==> src/rtl/outerprodrc_seq.sv <==
`default_nettype none
// +----------------------------------------------------------------------------+
// | outerprodrc_seq: sequenced outer-product unary GEMM engine (temporal rows, |
// | bit-reversed rate columns, signed accumulation). Option: OUTERPRODRC_SAT_EN|
// | Revision: 1.0                                                              |
// +----------------------------------------------------------------------------+
module outerprodrc_seq #(
  parameter int HIDDEN      = 4,
  parameter int ROWNUM      = 4,
  parameter int COLNUM      = 4,
  parameter int BITWIDTH    = 8,
  parameter int OUTBITWIDTH = 16
) (
  input  logic                                 iClk,
  input  logic                                 iRstN,
  input  logic                                 iEn,
  input  logic                                 iClr,
  input  logic                                 iStart,
  input  logic                                 iAccum,
  input  logic [HIDDEN*ROWNUM*BITWIDTH-1:0]    iData0,
  input  logic [HIDDEN*COLNUM*BITWIDTH-1:0]    iData1,
  output logic                                 oBusy,
  output logic                                 oDone,
  output logic [ROWNUM*COLNUM*OUTBITWIDTH-1:0] oData
);

  localparam int M = BITWIDTH - 1;
  localparam logic [M-1:0] T_LAST = '1;
`ifdef OUTERPRODRC_SAT_EN
  // Extra headroom so the unclamped sum never wraps before the clamp.
  localparam int SW = OUTBITWIDTH + $clog2(HIDDEN + 1) + 1;
  localparam logic signed [SW-1:0] SAT_MAX = {{(SW-OUTBITWIDTH+1){1'b0}}, {(OUTBITWIDTH-1){1'b1}}};
  localparam logic signed [SW-1:0] SAT_MIN = {{(SW-OUTBITWIDTH+1){1'b1}}, {(OUTBITWIDTH-1){1'b0}}};
`else
  localparam int SW = OUTBITWIDTH;
`endif
  localparam logic signed [SW-1:0] ONE = {{(SW-1){1'b0}}, 1'b1};

  typedef enum logic [1:0] {
    S_IDLE = 2'd0,
    S_RUN  = 2'd1,
    S_DONE = 2'd2
  } state_t;

  state_t                            r_state;
  state_t                            w_state_nxt;
  logic [M-1:0]                      r_t;
  logic [M-1:0]                      w_trev;
  logic [HIDDEN*ROWNUM*BITWIDTH-1:0] r_d0;
  logic [HIDDEN*COLNUM*BITWIDTH-1:0] r_d1;
  logic                              w_start;
  logic                              w_step;
  logic                              w_last;

  assign w_start = iStart && (r_state != S_RUN);
  assign w_step  = (r_state == S_RUN) && iEn;
  assign w_last  = w_step && (r_t == T_LAST);
  assign oBusy   = (r_state == S_RUN);
  assign oDone   = (r_state == S_DONE);

  always_comb begin
    w_state_nxt = r_state;
    case (r_state)
      S_IDLE, S_DONE: w_state_nxt = w_start ? S_RUN : S_IDLE;
      S_RUN:          if (w_last) w_state_nxt = S_DONE;
      default:        w_state_nxt = S_IDLE;
    endcase
    if (iClr) w_state_nxt = S_IDLE;
  end

  always_ff @(posedge iClk or negedge iRstN) begin
    if (!iRstN) r_state <= S_IDLE;
    else        r_state <= w_state_nxt;
  end

  always_ff @(posedge iClk or negedge iRstN) begin
    if (!iRstN) begin
      r_t  <= '0;
      r_d0 <= '0;
      r_d1 <= '0;
    end else if (iClr) begin
      r_t <= '0;
    end else if (w_start) begin
      r_t  <= '0;
      r_d0 <= iData0;
      r_d1 <= iData1;
    end else if (w_step) begin
      r_t <= r_t + 1'b1;
    end
  end

  always_comb begin
    w_trev = '0;
    for (int b = 0; b < M; b++) w_trev[b] = r_t[M-1-b];
  end

  for (genvar i = 0; i < ROWNUM; i++) begin : g_row
    for (genvar j = 0; j < COLNUM; j++) begin : g_col
      logic [OUTBITWIDTH-1:0] r_acc;
      logic [OUTBITWIDTH-1:0] r_out;
      logic [OUTBITWIDTH-1:0] w_nxt;
      logic signed [SW-1:0]   w_inc;
`ifdef OUTERPRODRC_SAT_EN
      logic signed [SW-1:0]   w_sum;
`endif

      always_comb begin
        w_inc = '0;
        for (int k = 0; k < HIDDEN; k++) begin
          if ((r_d0[(k*ROWNUM+i)*BITWIDTH +: M] > r_t) &&
              (r_d1[(k*COLNUM+j)*BITWIDTH +: M] > w_trev)) begin
            if (r_d0[(k*ROWNUM+i)*BITWIDTH+M] ^ r_d1[(k*COLNUM+j)*BITWIDTH+M])
              w_inc = w_inc - ONE;
            else
              w_inc = w_inc + ONE;
          end
        end
`ifdef OUTERPRODRC_SAT_EN
        w_sum = {{(SW-OUTBITWIDTH){r_acc[OUTBITWIDTH-1]}}, r_acc} + w_inc;
        if (w_sum > SAT_MAX)      w_nxt = SAT_MAX[OUTBITWIDTH-1:0];
        else if (w_sum < SAT_MIN) w_nxt = SAT_MIN[OUTBITWIDTH-1:0];
        else                      w_nxt = w_sum[OUTBITWIDTH-1:0];
`else
        w_nxt = r_acc + w_inc;
`endif
      end

      always_ff @(posedge iClk or negedge iRstN) begin
        if (!iRstN) begin
          r_acc <= '0;
          r_out <= '0;
        end else if (iClr) begin
          r_acc <= '0;
          r_out <= '0;
        end else if (w_start) begin
          if (!iAccum) r_acc <= '0;
        end else if (w_step) begin
          r_acc <= w_nxt;
          if (w_last) r_out <= w_nxt;
        end
      end

      assign oData[(i*COLNUM+j)*OUTBITWIDTH +: OUTBITWIDTH] = r_out;
    end
  end

endmodule
`default_nettype wire

==> config.mk <==
export PLATFORM = sky130hd
export DESIGN_NAME = outerprodrc_seq
export DESIGN_NICKNAME = d
export VERILOG_FILES = /design/src/rtl/outerprodrc_seq.sv
export SDC_FILE = /design/constraint.sdc
export NUM_CORES = 2
export LEC_CHECK = 0
export ABC_AREA = 1
export BUFFER_PORTS_ARGS = -buffer_cell sky130_fd_sc_hd__clkbuf_2
export CAP_MARGIN = 0
export CORE_ASPECT_RATIO = 1.4
export CORE_MARGIN = 1.5
export CORE_UTILIZATION = 47
export CTS_CLUSTER_DIAMETER = 200
export DETAILED_ROUTE_END_ITERATION = 8
export GPL_TIMING_DRIVEN = 1
export SLEW_MARGIN = 0
export SYNTH_ARGS = -nofsm -noshare
export SYNTH_HDL_FRONTEND = slang
export SYNTH_SLANG_ARGS = --single-unit
export TNS_END_PERCENT = 50
==> constraint.sdc <==
create_clock -name iClk -period 26.5 [get_ports iClk]
set_clock_uncertainty 0.1 [all_clocks]
set_input_delay 1.325 -clock iClk [delete_from_list [all_inputs] [get_ports iClk]]
set_output_delay 1.325 -clock iClk [all_outputs]
set_load 0.005 [all_outputs]
==> flow_results.xml <==
<?xml version="1.0" encoding="UTF-8"?>
<metrics>
  <group name="logic_synthesis">
    <metric name="synth-edff-count" unit="">0</metric>
    <metric name="synth_sequential_area_ratio" unit="">0.278</metric>
    <metric name="synth_area_leader_cell" unit="">dfrtp_1</metric>
    <metric name="postSynth.asyncResetShare" unit="">1.00</metric>
    <metric name="synthesis.area" unit="mm2">0.0698</metric>
    <metric name="post-synth-top-area-fraction" unit="">0.278</metric>
    <metric name="synth_top_cells_by_count" unit="">nand2_1, o21ai_0, a21oi_1</metric>
    <metric name="synth_warnings" unit="">0</metric>
    <metric name="post-synth-top-count-cell" unit="">nand2_1</metric>
    <metric name="synth_cells" unit="">9952</metric>
    <metric name="number_of_different_library_cells_in_the_post_synthesis_netlist" unit="">59</metric>
    <metric name="syn-mean-instance-area" unit="um2">7.02</metric>
    <metric name="postSynth.topFlopCell" unit="">dfrtp_1</metric>
    <metric name="yosys-top-cells-area" unit="">dfrtp_1, nand2_1, ha_1, o21ai_0, a21oi_1</metric>
    <metric name="postSynthRegisterBits" unit="">777</metric>
    <metric name="synthesis.nets" unit="">11103</metric>
  </group>
  <group name="worst_setup_path">
    <metric name="worst-r2r-cell-count" unit="">44</metric>
    <metric name="r2r_setup_slk" unit="ns">16.98</metric>
    <metric name="path_max_fanout" unit="">24</metric>
    <metric name="worstSetupEndpointType" unit="">register</metric>
    <metric name="critical_path.most_common_cell" unit="">inv_1</metric>
    <metric name="critical_path.slowest_cell" unit="">fa_1</metric>
    <metric name="reg2reg_from" unit="">r_t[1]</metric>
    <metric name="path_type_of_the_worst_setup_path" unit="">register to register</metric>
    <metric name="cpPeakStageDelay" unit="ns">0.60</metric>
    <metric name="cp.required" unit="ns">27.07</metric>
    <metric name="timing.critical_path.arrival" unit="ns">10.09</metric>
    <metric name="cp-start-kind" unit="">register</metric>
    <metric name="reg2reg_to" unit="">g_row[3].g_col[1].r_out[15]</metric>
  </group>
  <group name="place">
    <metric name="place_inst" unit="">12171</metric>
    <metric name="placed_cell_area" unit="mm2">0.0742</metric>
    <metric name="post_detail_place_hpwl" unit="mm">180</metric>
    <metric name="place.gp.congestion" unit="">0.958</metric>
    <metric name="numPortBuffers" unit="">519</metric>
  </group>
  <group name="clock_network">
    <metric name="cts_hold_repair.buffers" unit="">0</metric>
    <metric name="clk_transition_reported_paths" unit="ns">0.06</metric>
    <metric name="post_cts_resize_count" unit="">0</metric>
    <metric name="post_cts_buffers" unit="">0</metric>
    <metric name="cts_tree" unit="">yes</metric>
    <metric name="cts-root-to-sink-buffers" unit="">3</metric>
    <metric name="ctsHtreeMaxLevel" unit="">3</metric>
    <metric name="cts_made_buffers" unit="">87</metric>
    <metric name="cts_num_sinks" unit="">777</metric>
    <metric name="worst_skew_pair.late_latency" unit="ns">0.73</metric>
    <metric name="cts-root-buf" unit="">clkbuf_16</metric>
  </group>
  <group name="routing">
    <metric name="drt-total-wl" unit="mm">235</metric>
    <metric name="firstDrtPassIters" unit="">6</metric>
    <metric name="total_number_of_vias" unit="">67675</metric>
    <metric name="dr.first_iter.drc_count" unit="">4377</metric>
    <metric name="wl_per_cell" unit="um">19.1</metric>
    <metric name="ant_nets" unit="">0</metric>
    <metric name="drcViolationCount" unit="">0</metric>
    <metric name="via_per_inst" unit="">5.48</metric>
  </group>
  <group name="die">
    <metric name="num_rows" unit="">167</metric>
    <metric name="floorplan.die_area" unit="mm2">0.151</metric>
    <metric name="design.portCount" unit="">520</metric>
    <metric name="die_y" unit="um">459</metric>
    <metric name="core-area" unit="mm2">0.148</metric>
    <metric name="effective_utilization_at_floorplan" unit="">0.473</metric>
    <metric name="die_w" unit="um">329</metric>
  </group>
  <group name="global_routing">
    <metric name="gr-usage-all-layers" unit="">0.306</metric>
    <metric name="maximum_number_of_pins_on_one_net_before_global_route_repair" unit="">213</metric>
    <metric name="first_global_vias" unit="">65169</metric>
    <metric name="grt_first_pass_wirelength" unit="mm">364</metric>
    <metric name="gr-total-overflow" unit="">0</metric>
    <metric name="grt_antenna_before_repair" unit="">17</metric>
  </group>
  <group name="sta">
    <metric name="setup-violations-final" unit="">0</metric>
    <metric name="max-slew-margin-rel" unit="">0.232</metric>
    <metric name="fmax" unit="MHz">105</metric>
    <metric name="finalHoldWorstSlack" unit="ns">0.368</metric>
    <metric name="clock_period_minus_worst_slack" unit="ns">9.52</metric>
    <metric name="final-max-slew-violation-count" unit="">0</metric>
    <metric name="tightestPinTransition" unit="ns">1.15</metric>
    <metric name="final.setup.tns" unit="ns">0</metric>
    <metric name="period_share" unit="">0.359</metric>
    <metric name="rsz_0062_raised_after_global_routing" unit="">false</metric>
    <metric name="final-hold-violation-count" unit="">0</metric>
  </group>
  <group name="hold_path">
    <metric name="min-delay-start" unit="">g_row[1].g_col[2].r_out[1]</metric>
    <metric name="timing.hold.worst_path_depth" unit="">2</metric>
    <metric name="holdCritPathClass" unit="">register to register</metric>
    <metric name="whs_endpoint" unit="">g_row[1].g_col[2].r_out[1]</metric>
  </group>
  <group name="finish">
    <metric name="post_route_cells_drive_above_1_share" unit="">0.0932</metric>
    <metric name="final_cell_count_no_fill" unit="">12339</metric>
    <metric name="flow.area_growth_from_synthesis" unit="%">10.6</metric>
    <metric name="final_nets" unit="">11468</metric>
    <metric name="layout.cell_area.non_filler" unit="mm2">0.0772</metric>
  </group>
  <group name="flow_run">
    <metric name="maxCapViolations" unit="">0</metric>
  </group>
  <group name="outcome">
    <metric name="run_status" unit="">finished clean</metric>
  </group>
</metrics>
## layout make-up
type                       count  area, um2
multi-input combinational   7843      45300
inverter                    1026       3860
timing repair buffer         582       3140
clock buffer                 116       2420
clock inverter                48        557
tap                         1943       2430
antenna                        4       10.0
sequential                   777      19400
fill                       14914      70500
## cells by family after synthesis
logic type / share of synthesized area
DFF: 0.278
buffers and inverters: 0.0726
adders and majority gates: 0.174
and+or+nand+nor: 0.244
AOI/OAI and AO/OA: 0.191
xor gates and xnor gates: 0.0406
## layout by cell type (no fill, tap or decap), types with 11 or more instances in the layout
master	instances
a211oi_1	28
nor4_1	15
clkbuf_8	11
nand2_1	2865
clkbuf_2	517
dfrtp_1	777
nand3b_1	24
nand4_1	79
o2111ai_1	30
clkbuf_16	88
nor2_4	15
nor2_1	565
inv_2	29
a21o_1	20
ha_1	753
clkbuf_1	17
clkinv_2	17
fa_1	136
buf_4	59
xnor2_1	136
nor2_2	16
nand3_2	15
and2_1	11
o211ai_1	31
nand2_2	67
o22ai_1	16
o21bai_1	36
or2_2	53
inv_1	984
o31ai_1	16
nand3_1	288
o21ai_1	62
nor3_1	102
o21ai_0	1093
a31oi_1	37
xor2_1	188
a21oi_1	1047
o21a_1	22
## critical path, delay by kind of cell (launching register included)
family                   cells  cell delay [ns]
AO/OA/AOI/OAI               12             2.60
XOR/XNOR                     1             0.16
adder cells (fa/ha/maj)      7             2.95
buffers and inverters        9             1.42
flip-flops                   1             0.38
AND/OR/NAND/NOR             15             1.79
## registers in the layout, indices dropped and copies added, names as in the netlist
register,flops
g_row.g_col.r_out,256
r_d1,128
r_state,2
r_t,7
g_row.g_col.r_acc,256
r_d0,128
## layer usage
layer	track usage	part of all wire	vias up
li1	-	-	33756
met1	0.380	0.42	31786
met2	0.527	0.48	1710
met3	0.0496	0.057	401
met4	0.123	0.041	22
met5	0	0.00064	-
## how the worst max path moves through the flow
| stage | startpoint | end | slack [ns] | cells after the start |
|---|---|---|---|---|
| 4_1_cts | r_t[1] | g_row[3].g_col[1].r_out[15] | 16.92 | 44 |
| 3_5_place_dp | r_t[1] | g_row[3].g_col[1].r_out[15] | 16.94 | 44 |
| 2_1_floorplan | r_t[6] | g_row[0].g_col[3].r_acc[15] | 18.22 | 47 |
| 6_report | r_t[1] | g_row[3].g_col[1].r_out[15] | 16.98 | 44 |
| 5_1_grt | r_t[1] | g_row[3].g_col[1].r_out[15] | 16.25 | 44 |
| 3_3_place_gp | r_t[1] | g_row[3].g_col[1].r_out[15] | 17.09 | 44 |
## per-stage QoR
step,utilization,worst slack [ns]
after floorplan,-,18.22
after global placement,0.502,17.09
after detailed placement,0.502,16.94
after CTS,0.523,16.92
after global routing,0.523,16.25
final,0.523,16.98
Power is not shown: default switching activity piles up to over one toggle a cycle in this logic, so the estimate is an artifact.
